## src/rtl/fifo_stream_reader.sv

```systemverilog
// fifo_stream_reader: drains fifo_sync (rd_en/data_rd/empty) into a valid/ready pixel stream; optional SOF/EOL tags under `FRAME_MARKERS_EN`.
// Latency: m_data valid 2 cycles after fifo_rd_en rises (read edge + capture edge); sustains 1 pixel/clk with m_ready held high.
// Backpressure: m_ready low freezes m_data/m_sof/m_eol; reads stop once buffered + in-flight words reach 2, so no read is ever dropped.
module fifo_stream_reader #(
    parameter int DATA_W = 10,
    parameter int IMG_W  = 640,
    parameter int IMG_H  = 480
) (
    input  logic              clk,
    input  logic              areset,
    input  logic              fifo_empty,
    input  logic [DATA_W-1:0] fifo_data_rd,
    output logic              fifo_rd_en,
    output logic [DATA_W-1:0] m_data,
    output logic              m_valid,
    input  logic              m_ready,
    output logic              m_sof,
    output logic              m_eol
);

    // Buffer occupancy encodings.
    localparam logic [1:0] OCC_EMPTY = 2'd0;
    localparam logic [1:0] OCC_ONE   = 2'd1;

    // Frame geometry must describe at least one pixel.
    if (IMG_W < 1 || IMG_H < 1) begin : g_bad_geometry
        $error("fifo_stream_reader: IMG_W and IMG_H must be at least 1");
    end

    logic [1:0]        occ_q, occ_d;
    logic              inflight_q, inflight_d;
    logic [DATA_W-1:0] buf0_q, buf0_d;   // oldest entry, drives m_data
    logic [DATA_W-1:0] buf1_q, buf1_d;   // second entry, valid only when occupancy is two
    logic              xfer;
    logic [2:0]        commit;           // slots spoken for after this edge

    assign m_valid = (occ_q != OCC_EMPTY);
    assign m_data  = buf0_q;
    assign xfer    = m_valid && m_ready;

    // Words held or in flight after this cycle; a transfer always has occupancy >= 1, so no wrap.
    always_comb begin
        commit = {1'b0, occ_q} + {2'b00, inflight_q} - {2'b00, xfer};
    end

    // Issue a read only when the word it returns is guaranteed a buffer slot.
    assign fifo_rd_en = !fifo_empty && (commit < 3'd2);

    // Buffer next-state: capture the returning word and shift on transfer, keeping strict FIFO order.
    always_comb begin
        buf0_d     = buf0_q;
        buf1_d     = buf1_q;
        occ_d      = commit[1:0];
        inflight_d = fifo_rd_en;
        case (occ_q)
            OCC_EMPTY: begin
                if (inflight_q) begin
                    buf0_d = fifo_data_rd;
                end
            end
            OCC_ONE: begin
                if (inflight_q) begin
                    if (xfer) begin
                        buf0_d = fifo_data_rd;
                    end else begin
                        buf1_d = fifo_data_rd;
                    end
                end
            end
            default: begin
                // Full: a capture here always coincides with a transfer.
                if (xfer) begin
                    buf0_d = buf1_q;
                    if (inflight_q) begin
                        buf1_d = fifo_data_rd;
                    end
                end
            end
        endcase
    end

    // Buffer, occupancy and in-flight registers; reset discards any buffered or pending word.
    always_ff @(posedge clk or posedge areset) begin
        if (areset) begin
            occ_q      <= OCC_EMPTY;
            inflight_q <= 1'b0;
            buf0_q     <= '0;
            buf1_q     <= '0;
        end else begin
            occ_q      <= occ_d;
            inflight_q <= inflight_d;
            buf0_q     <= buf0_d;
            buf1_q     <= buf1_d;
        end
    end

`ifdef FRAME_MARKERS_EN
    localparam int COL_W = (IMG_W > 1) ? $clog2(IMG_W) : 1;
    localparam int ROW_W = (IMG_H > 1) ? $clog2(IMG_H) : 1;
    localparam logic [COL_W-1:0] COL_LAST = COL_W'(IMG_W - 1);
    localparam logic [ROW_W-1:0] ROW_LAST = ROW_W'(IMG_H - 1);

    logic [COL_W-1:0] col_q, col_d;
    logic [ROW_W-1:0] row_q, row_d;

    // Raster position of the pixel on m_data; advances only when a pixel is accepted.
    always_comb begin
        col_d = col_q;
        row_d = row_q;
        if (xfer) begin
            if (col_q == COL_LAST) begin
                col_d = '0;
                row_d = (row_q == ROW_LAST) ? '0 : row_q + 1'b1;
            end else begin
                col_d = col_q + 1'b1;
            end
        end
    end

    // Raster position registers.
    always_ff @(posedge clk or posedge areset) begin
        if (areset) begin
            col_q <= '0;
            row_q <= '0;
        end else begin
            col_q <= col_d;
            row_q <= row_d;
        end
    end

    // Tags are qualified by m_valid so they read 0 whenever no pixel is presented.
    assign m_sof = m_valid && (col_q == '0) && (row_q == '0);
    assign m_eol = m_valid && (col_q == COL_LAST);
`else
    assign m_sof = 1'b0;
    assign m_eol = 1'b0;
`endif

endmodule
```

## config.mk

```make
export PLATFORM = sky130hd
export DESIGN_NAME = fifo_stream_reader
export DESIGN_NICKNAME = d
export VERILOG_FILES = /design/src/rtl/fifo_stream_reader.sv
export SDC_FILE = /design/constraint.sdc
export NUM_CORES = 1
export LEC_CHECK = 0
export ABC_AREA = 1
export CAP_MARGIN = 30
export CORE_MARGIN = 10
export CORE_UTILIZATION = 51
export CTS_CLUSTER_SIZE = 10
export DETAILED_ROUTE_END_ITERATION = 6
export GPL_TIMING_DRIVEN = 0
export PLACE_DENSITY = 0.79
export SKIP_LAST_GASP = 1
export SYNTH_ARGS = -nofsm -noshare
export SYNTH_HDL_FRONTEND = slang
export SYNTH_SLANG_ARGS = --single-unit
```

## constraint.sdc

```tcl
create_clock -name clk -period 5.06 [get_ports clk]
set_input_delay 0.506 -clock clk [delete_from_list [all_inputs] [get_ports clk]]
set_output_delay 0.506 -clock clk [all_outputs]
set_load 0.02 [all_outputs]
```

==> flow_summary_export.csv, run 1 <==
group,metric,value,unit
run_status,run_status,"complete, no violations",
final_layout,antenna_cells_inserted,0,
setup_path,timing.critical_path.from_type,"input pin",
cts,clkSlewWorstSetupHoldPaths,0.12,ns
setup_path,cp_cell_sequence,"clkdlybuf4s50_1 -> inv_1 -> o21ai_0 -> nand2_1 -> ha_1 -> fa_1 -> nor2_1 -> o21ai_0 -> a21oi_1 -> clkdlybuf4s50_1",
grt,largest_net_degree_at_the_start_of_global_routing,24,
setup_path,startpoint_of_the_worst_slack_reg_to_reg_timing_path,"occ_q[1]",
drt,vias_per_cell,4.93,
timing,finalCriticalPeriod,3.49,ns
synthesis,synth.ff_latch_count,23,
power_and_ir_drop,power.leakage,0.772,nW
setup_path,critPathBufInv,3,
cts,clkSinkCount,23,
die,dieArea,4460,um^2
timing,max_freq,287,MHz
final_layout,area_growth_syn_to_layout,28.1,%
setup_path,r2r_end,"inflight_q",
timing,slew_violations,0,
drt,detail_route.first_pass.iterations,4,
final_layout,mostFrequentLayoutCells,"sky130_fd_sc_hd__nand2_1 (76), sky130_fd_sc_hd__clkdlybuf4s50_1 (25), sky130_fd_sc_hd__dfrtp_1 (23), sky130_fd_sc_hd__nand3_1 (21), sky130_fd_sc_hd__buf_2 (5)",
synthesis,synth_largest_type_area_fraction,51.6,%
grt,antenna_found_initial,0,
worst_hold_path,hold_depth,2,
setup_path,timing_worst_setup_path_type,"input pin to output pin",
cts,ctsHtreeMaxLevel,1,
synthesis,synthesis.area,1120,um^2
place,io_buffers,25,
drt,drt_wl_total,2430,um
grt,grt_pass1_vias,918,
place,numPlacedInstances,198,
worst_hold_path,holdPathEnd,"buf1_q[8]",
power_and_ir_drop,power.density_cell_area,590,nW/um^2
final_layout,finalNonFillerCells,202,
timing,final-hold-violation-count,0,
place,hpwlAfterDp,1890,um
die,row_count,16,
die,die_x,66.8,um
synthesis,synth.top_cells.by_area,"sky130_fd_sc_hd__dfrtp_1 (52%), sky130_fd_sc_hd__nand2_1 (26%), sky130_fd_sc_hd__nand3_1 (9.4%)",
cts,holdBufCountCts,0,
power_and_ir_drop,worst_ir_drop_vdd,0.417,mV
die,core_area,2020,um^2
timing,worst_slew_pin_tran,0.853,ns
setup_path,end_kind,"output pin",
worst_hold_path,hold_path_startpoint,"buf1_q[8]",
setup_path,max_stage_delay,0.63,ns
cts,cts.repair_timing.setup_buffer_count,0,
timing,timing.max_slew.rel_slack,43.1,%
synthesis,postSynthAreaPerCell,7.70,um^2
setup_path,r2r_setup_slack,3.15,ns
synthesis,ys_seq_area_share,51.6,%
grt,gr-total-overflow,0,
drt,antenna_violating_nets_post_route,0,
cts,clk_root_buffer_cell,"sky130_fd_sc_hd__clkbuf_4",
place,gpl.final_weighted_congestion,0.758,
cts,cts.path.max_buffers,2,
worst_hold_path,worstHoldPathType,"flip-flop to flip-flop",
timing,final-setup-viol-count,0,
cts,postCtsResizedCells,0,
drt,routed-via-count,996,
die,initial_core_util,55.2,%
synthesis,synth_warnings,0,
run,maxCapViolations,0,
die,boundaryPins,28,
setup_path,path_delay_family,"buffers and inverters",
synthesis,syn_inst,145,
final_layout,drive_gt1_share,9.14,%
final_layout,mostFrequentLayoutCell,"sky130_fd_sc_hd__nand2_1",
die,die_height,66.8,um
synthesis,yosysUniqueCellTypes,15,
drt,route.detailed.wl_per_inst,12.0,um
setup_path,critical_path.slowest_cell,"sky130_fd_sc_hd__clkdlybuf4s50_1",
grt,grt_util_all_layers,11.6,%
grt,wire_length_of_the_first_global_routing_pass,4100,um
cts,clock_latency,0.31,ns
cts,numCtsBuffers,3,
timing,clock-skew-final,0.000649,ns
timing,rsz0062_at_grt,"no",
cts,tritoncts,"done",
final_layout,nets,192,
final_layout,post_layout_utilization_of_the_core,70.7,%
setup_path,path_max_fanout,3,
drt,dr.first_iter.drc_count,61,
setup_path,worst_ep_arrival_time,2.98,ns
drt,post-route-drc-count,0,
setup_path,worst_r2r_path_depth,9,
synthesis,yosys.area.top_type,"sky130_fd_sc_hd__dfrtp_1",
setup_path,data_required_critical_path,4.55,ns
timing,final.period_utilization,68.9,%
timing,tns,0,ns
stage by stage:
stage	area, um^2	power [W]	hold slack, ns	setup WS (ns)
floorplan	1120	0.000605	0.442	2.59
global placement	1400	0.000755	0.453	1.64
detailed placement	1400	0.000768	0.458	1.57
CTS	1430	0.000852	0.488	1.56
global route	1430	0.000924	0.508	1.42
finish	1430	0.000844	0.483	1.57
final cells by class:
type,count,area [um^2]
Fill cell,169,592
Inverter,5,18.8
Multi-Input combinational cell,110,478
Tap cell,27,33.8
Clock buffer,4,26.3
Buffer,8,47.5
Sequential cell,23,576
Timing Repair Buffer,25,250
report_power, final:
group | leakage [nW] | internal, W | switching (W) | total [W]
Clock | 0.0150 | 0.0000309 | 0.0000534 | 0.0000843
Combinational | 0.467 | 0.000182 | 0.000268 | 0.000450
Sequential | 0.290 | 0.000266 | 0.0000439 | 0.000310
Total | 0.772 | 0.000479 | 0.000365 | 0.000844
cells by family (layout without fill, tap and decap cells):
logic type,Yosys count,count (layout),synth area share (%)
adders and majority gates,2,2,2.91
other,1,2,0.336
and+or+nand+nor,103,103,37.9
AOI/OAI and AO/OA,3,3,1.34
buffers and inverters,13,42,5.94
DFF,23,23,51.6
worst min-delay path, cell delays in order (launching register included):
cell                      delay, ns
sky130_fd_sc_hd__dfrtp_1       0.36
sky130_fd_sc_hd__nand2_1       0.05
sky130_fd_sc_hd__nand2_1       0.05
flip-flops by register name (all words and copies together) (netlist names):
name        flops
inflight_q      1
buf1_q         10
m_data         10
occ_q           2
worst max path at each step:
stage | end | startpoint | slack [ns] | cells past startpoint
2_1_floorplan | fifo_rd_en | occ_q[1] | 2.59 | 9
3_3_place_gp | fifo_rd_en | m_ready | 1.64 | 10
3_5_place_dp | fifo_rd_en | m_ready | 1.57 | 10
4_1_cts | fifo_rd_en | m_ready | 1.56 | 10
5_1_grt | fifo_rd_en | m_ready | 1.42 | 10
6_report | fifo_rd_en | m_ready | 1.57 | 10
layer usage:
layer  vias to the layer above  track usage (%)  wire, um
li1                        508                -         -
met1                       449             13.1      1050
met2                        34             19.3      1130
met3                         5             3.85       211
met4                         0             4.71        38
met5                         -                0         0
Yosys cell counts:
master and number:
sky130_fd_sc_hd__nor2_1 2, sky130_fd_sc_hd__nand3_1 21, sky130_fd_sc_hd__a21oi_1 1, sky130_fd_sc_hd__nand2_2 3, sky130_fd_sc_hd__inv_2 1, sky130_fd_sc_hd__nor2_2 1
sky130_fd_sc_hd__conb_1 1, sky130_fd_sc_hd__ha_1 1, sky130_fd_sc_hd__o21ai_0 2, sky130_fd_sc_hd__dfrtp_1 23, sky130_fd_sc_hd__buf_4 3, sky130_fd_sc_hd__inv_1 4
sky130_fd_sc_hd__fa_1 1, sky130_fd_sc_hd__nand2_1 76, sky130_fd_sc_hd__buf_2 5
Note: power is estimated with default switching activity, not from simulation.
==> run 2, diff against run 1 <==
Settings changed: CORE_UTILIZATION 51 to 43, PLACE_DENSITY 0.79 to 0.71.
Clock period 5.06 ns to 2.8 ns, I/O delays scaled along.
==> run 2 against run 1 <==
  * Critical endpoint unchanged
  * Final area is 0.53% higher
  * Die area is 13% higher
  * Register-to-register slack worse by 2.3 ns
  * Routed wire length is 8.7% higher
  * Combinational power is 83% higher
  * Sequential share of layout area is 0.12 points lower
  * Worst hold slack worse by 0.045 ns
  * Clock-buffer cell count stayed put
  * Critical path depth stayed put
  * Critical path type is now flip-flop to output pin
  * Core utilization is 13 points lower
  * Sequential cell count stayed put
  * Worst setup slack worse by 1.4 ns
==> flow_summary_export.csv, run 2 (same netlist as run 1, synthesis figures left out) <==
group,metric,value,unit
drt,routed-via-count,1006,
die,row_count,18,
final_layout,finalNonFillerCells,206,
timing,final-hold-violation-count,0,
setup_path,worst_r2r_path_depth,10,
drt,post-route-drc-count,0,
setup_path,r2r_end,"inflight_q",
grt,antenna_found_initial,0,
drt,dr.first_iter.drc_count,56,
power_and_ir_drop,combinationalPowerShare,53.3,%
timing,finalCriticalPeriod,2.59,ns
final_layout,layout.filler_cells,247,
timing,worst_slew_pin_tran,0.871,ns
place,io_buffers,25,
timing,final-setup-viol-count,0,
power_and_ir_drop,power.leakage,0.777,nW
setup_path,worst_ep_arrival_time,2.31,ns
die,dieArea,5030,um^2
cts,tritoncts,"done",
setup_path,data_required_critical_path,2.52,ns
worst_hold_path,worstHoldPathType,"input pin to asynchronous set/reset pin",
run,maxCapViolations,0,
cts,numCtsBuffers,3,
final_layout,area_growth_syn_to_layout,28.8,%
power_and_ir_drop,sw_frac_of_total,43.8,%
power_and_ir_drop,power_frac_clock,9.9,%
power_and_ir_drop,internal_power,0.000869,W
setup_path,timing.critical_path.from_type,"flip-flop",
cts,clkSlewWorstSetupHoldPaths,0.12,ns
grt,grt_pass1_vias,1018,
setup_path,end_kind,"output pin",
final_layout,mostFrequentLayoutCell,"sky130_fd_sc_hd__nand2_1",
setup_path,cp_cell_sequence,"inv_2 -> nand2_2 -> nand3_1 -> nand2_1 -> ha_1 -> fa_1 -> nor2_1 -> o21ai_0 -> a21oi_1 -> buf_2",
grt,gr-total-overflow,0,
drt,antenna_violating_nets_post_route,0,
run_status,run_status,"complete, no violations",
setup_path,path_max_fanout,6,
cts,clock_latency,0.31,ns
die,initial_core_util,45.1,%
setup_path,critical_path.slowest_cell,"sky130_fd_sc_hd__dfrtp_2",
die,die_x,70.9,um
final_layout,mostFrequentLayoutCells,"sky130_fd_sc_hd__nand2_1 (76), sky130_fd_sc_hd__clkdlybuf4s50_1 (24), sky130_fd_sc_hd__dfrtp_1 (22), sky130_fd_sc_hd__nand3_1 (21), sky130_fd_sc_hd__buf_2 (6)",
setup_path,timing_worst_setup_path_type,"flip-flop to output pin",
drt,vias_per_cell,4.88,
timing,max_freq,386,MHz
drt,drt_wl_total,2640,um
power_and_ir_drop,power.density_cell_area,1080,nW/um^2
power_and_ir_drop,worst_ir_drop_vdd,0.542,mV
timing,clock-skew-final,0.00205,ns
final_layout,antenna_cells_inserted,0,
place,gpl.final_weighted_congestion,0.780,
setup_path,max_stage_delay,0.46,ns
die,core_area,2480,um^2
timing,tns,0,ns
die,boundaryPins,28,
grt,grt_util_all_layers,10.8,%
grt,largest_net_degree_at_the_start_of_global_routing,24,
grt,wire_length_of_the_first_global_routing_pass,4620,um
cts,clkSinkCount,23,
setup_path,r2r_setup_slack,0.81,ns
drt,route.detailed.wl_per_inst,12.8,um
cts,cts.path.max_buffers,2,
cts,ctsHtreeMaxLevel,1,
timing,timing.max_slew.rel_slack,41.9,%
power_and_ir_drop,power_frac_seq,36.7,%
cts,clk_root_buffer_cell,"sky130_fd_sc_hd__clkbuf_4",
power_and_ir_drop,netSwitchingPower,0.000678,W
setup_path,startpoint_of_the_worst_slack_reg_to_reg_timing_path,"occ_q[1]",
cts,holdBufCountCts,0,
die,die_height,70.9,um
timing,rsz0062_at_grt,"no",
drt,detail_route.first_pass.iterations,4,
timing,final.period_utilization,92.6,%
final_layout,nets,193,
timing,slew_violations,0,
place,hpwlAfterDp,1980,um
final_layout,drive_gt1_share,10.8,%
place,numPlacedInstances,201,
-- run 2: how the worst max path moves through the flow --
stage,depth (start not counted),slack (ns),startpoint,end
2_1_floorplan,9,0.55,occ_q[1],fifo_rd_en
3_3_place_gp,10,-0.17,m_ready,fifo_rd_en
3_5_place_dp,10,-0.25,m_ready,fifo_rd_en
4_1_cts,10,0.04,occ_q[1],fifo_rd_en
5_1_grt,10,0.03,occ_q[1],fifo_rd_en
6_report,10,0.21,occ_q[1],fifo_rd_en
-- run 2: layout make-up --
cell class	count	area (um^2)	share of cell area, %
Clock buffer	4	26.3	1.83
Buffer	8	47.5	3.31
Tap cell	30	37.5	2.61
Sequential cell	23	577	40.1
Multi-Input combinational cell	110	478	33.2
Timing Repair Buffer	26	253	17.6
Inverter	5	18.8	1.31
-- run 2: per-stage QoR --
stage	worst slack, ns	util [%]	hold WS (ns)	total power [W]	cell area [um^2]
global route	0.0277	58.0	0.502	0.00169	1440
finish	0.207	58.0	0.438	0.00155	1440
floorplan	0.551	-	0.282	0.00109	1120
global placement	-0.171	56.8	0.452	0.00137	1410
detailed placement	-0.249	56.8	0.458	0.00140	1410
CTS	0.0358	57.9	0.482	0.00155	1440
-- run 2: power groups by stage --
stage,registers [W],clock network [W],logic (W)
finish,0.000568,0.000154,0.000825
global route,0.000588,0.000171,0.000931
CTS,0.000566,0.000157,0.000827
detailed placement,0.000573,0,0.000828
global placement,0.000564,0,0.000804
floorplan,0.000635,0,0.000458
-- run 2: layer usage --
metal	vias up	global-route usage, %	part of all wire (%)
li1	508	-	-
met1	466	12.6	43
met2	28	17.8	47
met3	4	4.18	7.6
met4	0	3.44	1.4
met5	-	0	0
-- run 2: worst max-delay path: cells and delay by family, from the launching register on --
kind | cells | cell delay [ns]
buf+inv | 2 | 0.29
flops | 1 | 0.46
simple gates | 4 | 0.38
fa+ha+maj | 2 | 0.64
compound gates | 2 | 0.23
-- run 2: repair_timing --
action                                  4_1_cts  5_1_grt
resized for setup                             3        2
endpoints found under the setup margin        1        1
setup buffers                                 0        1
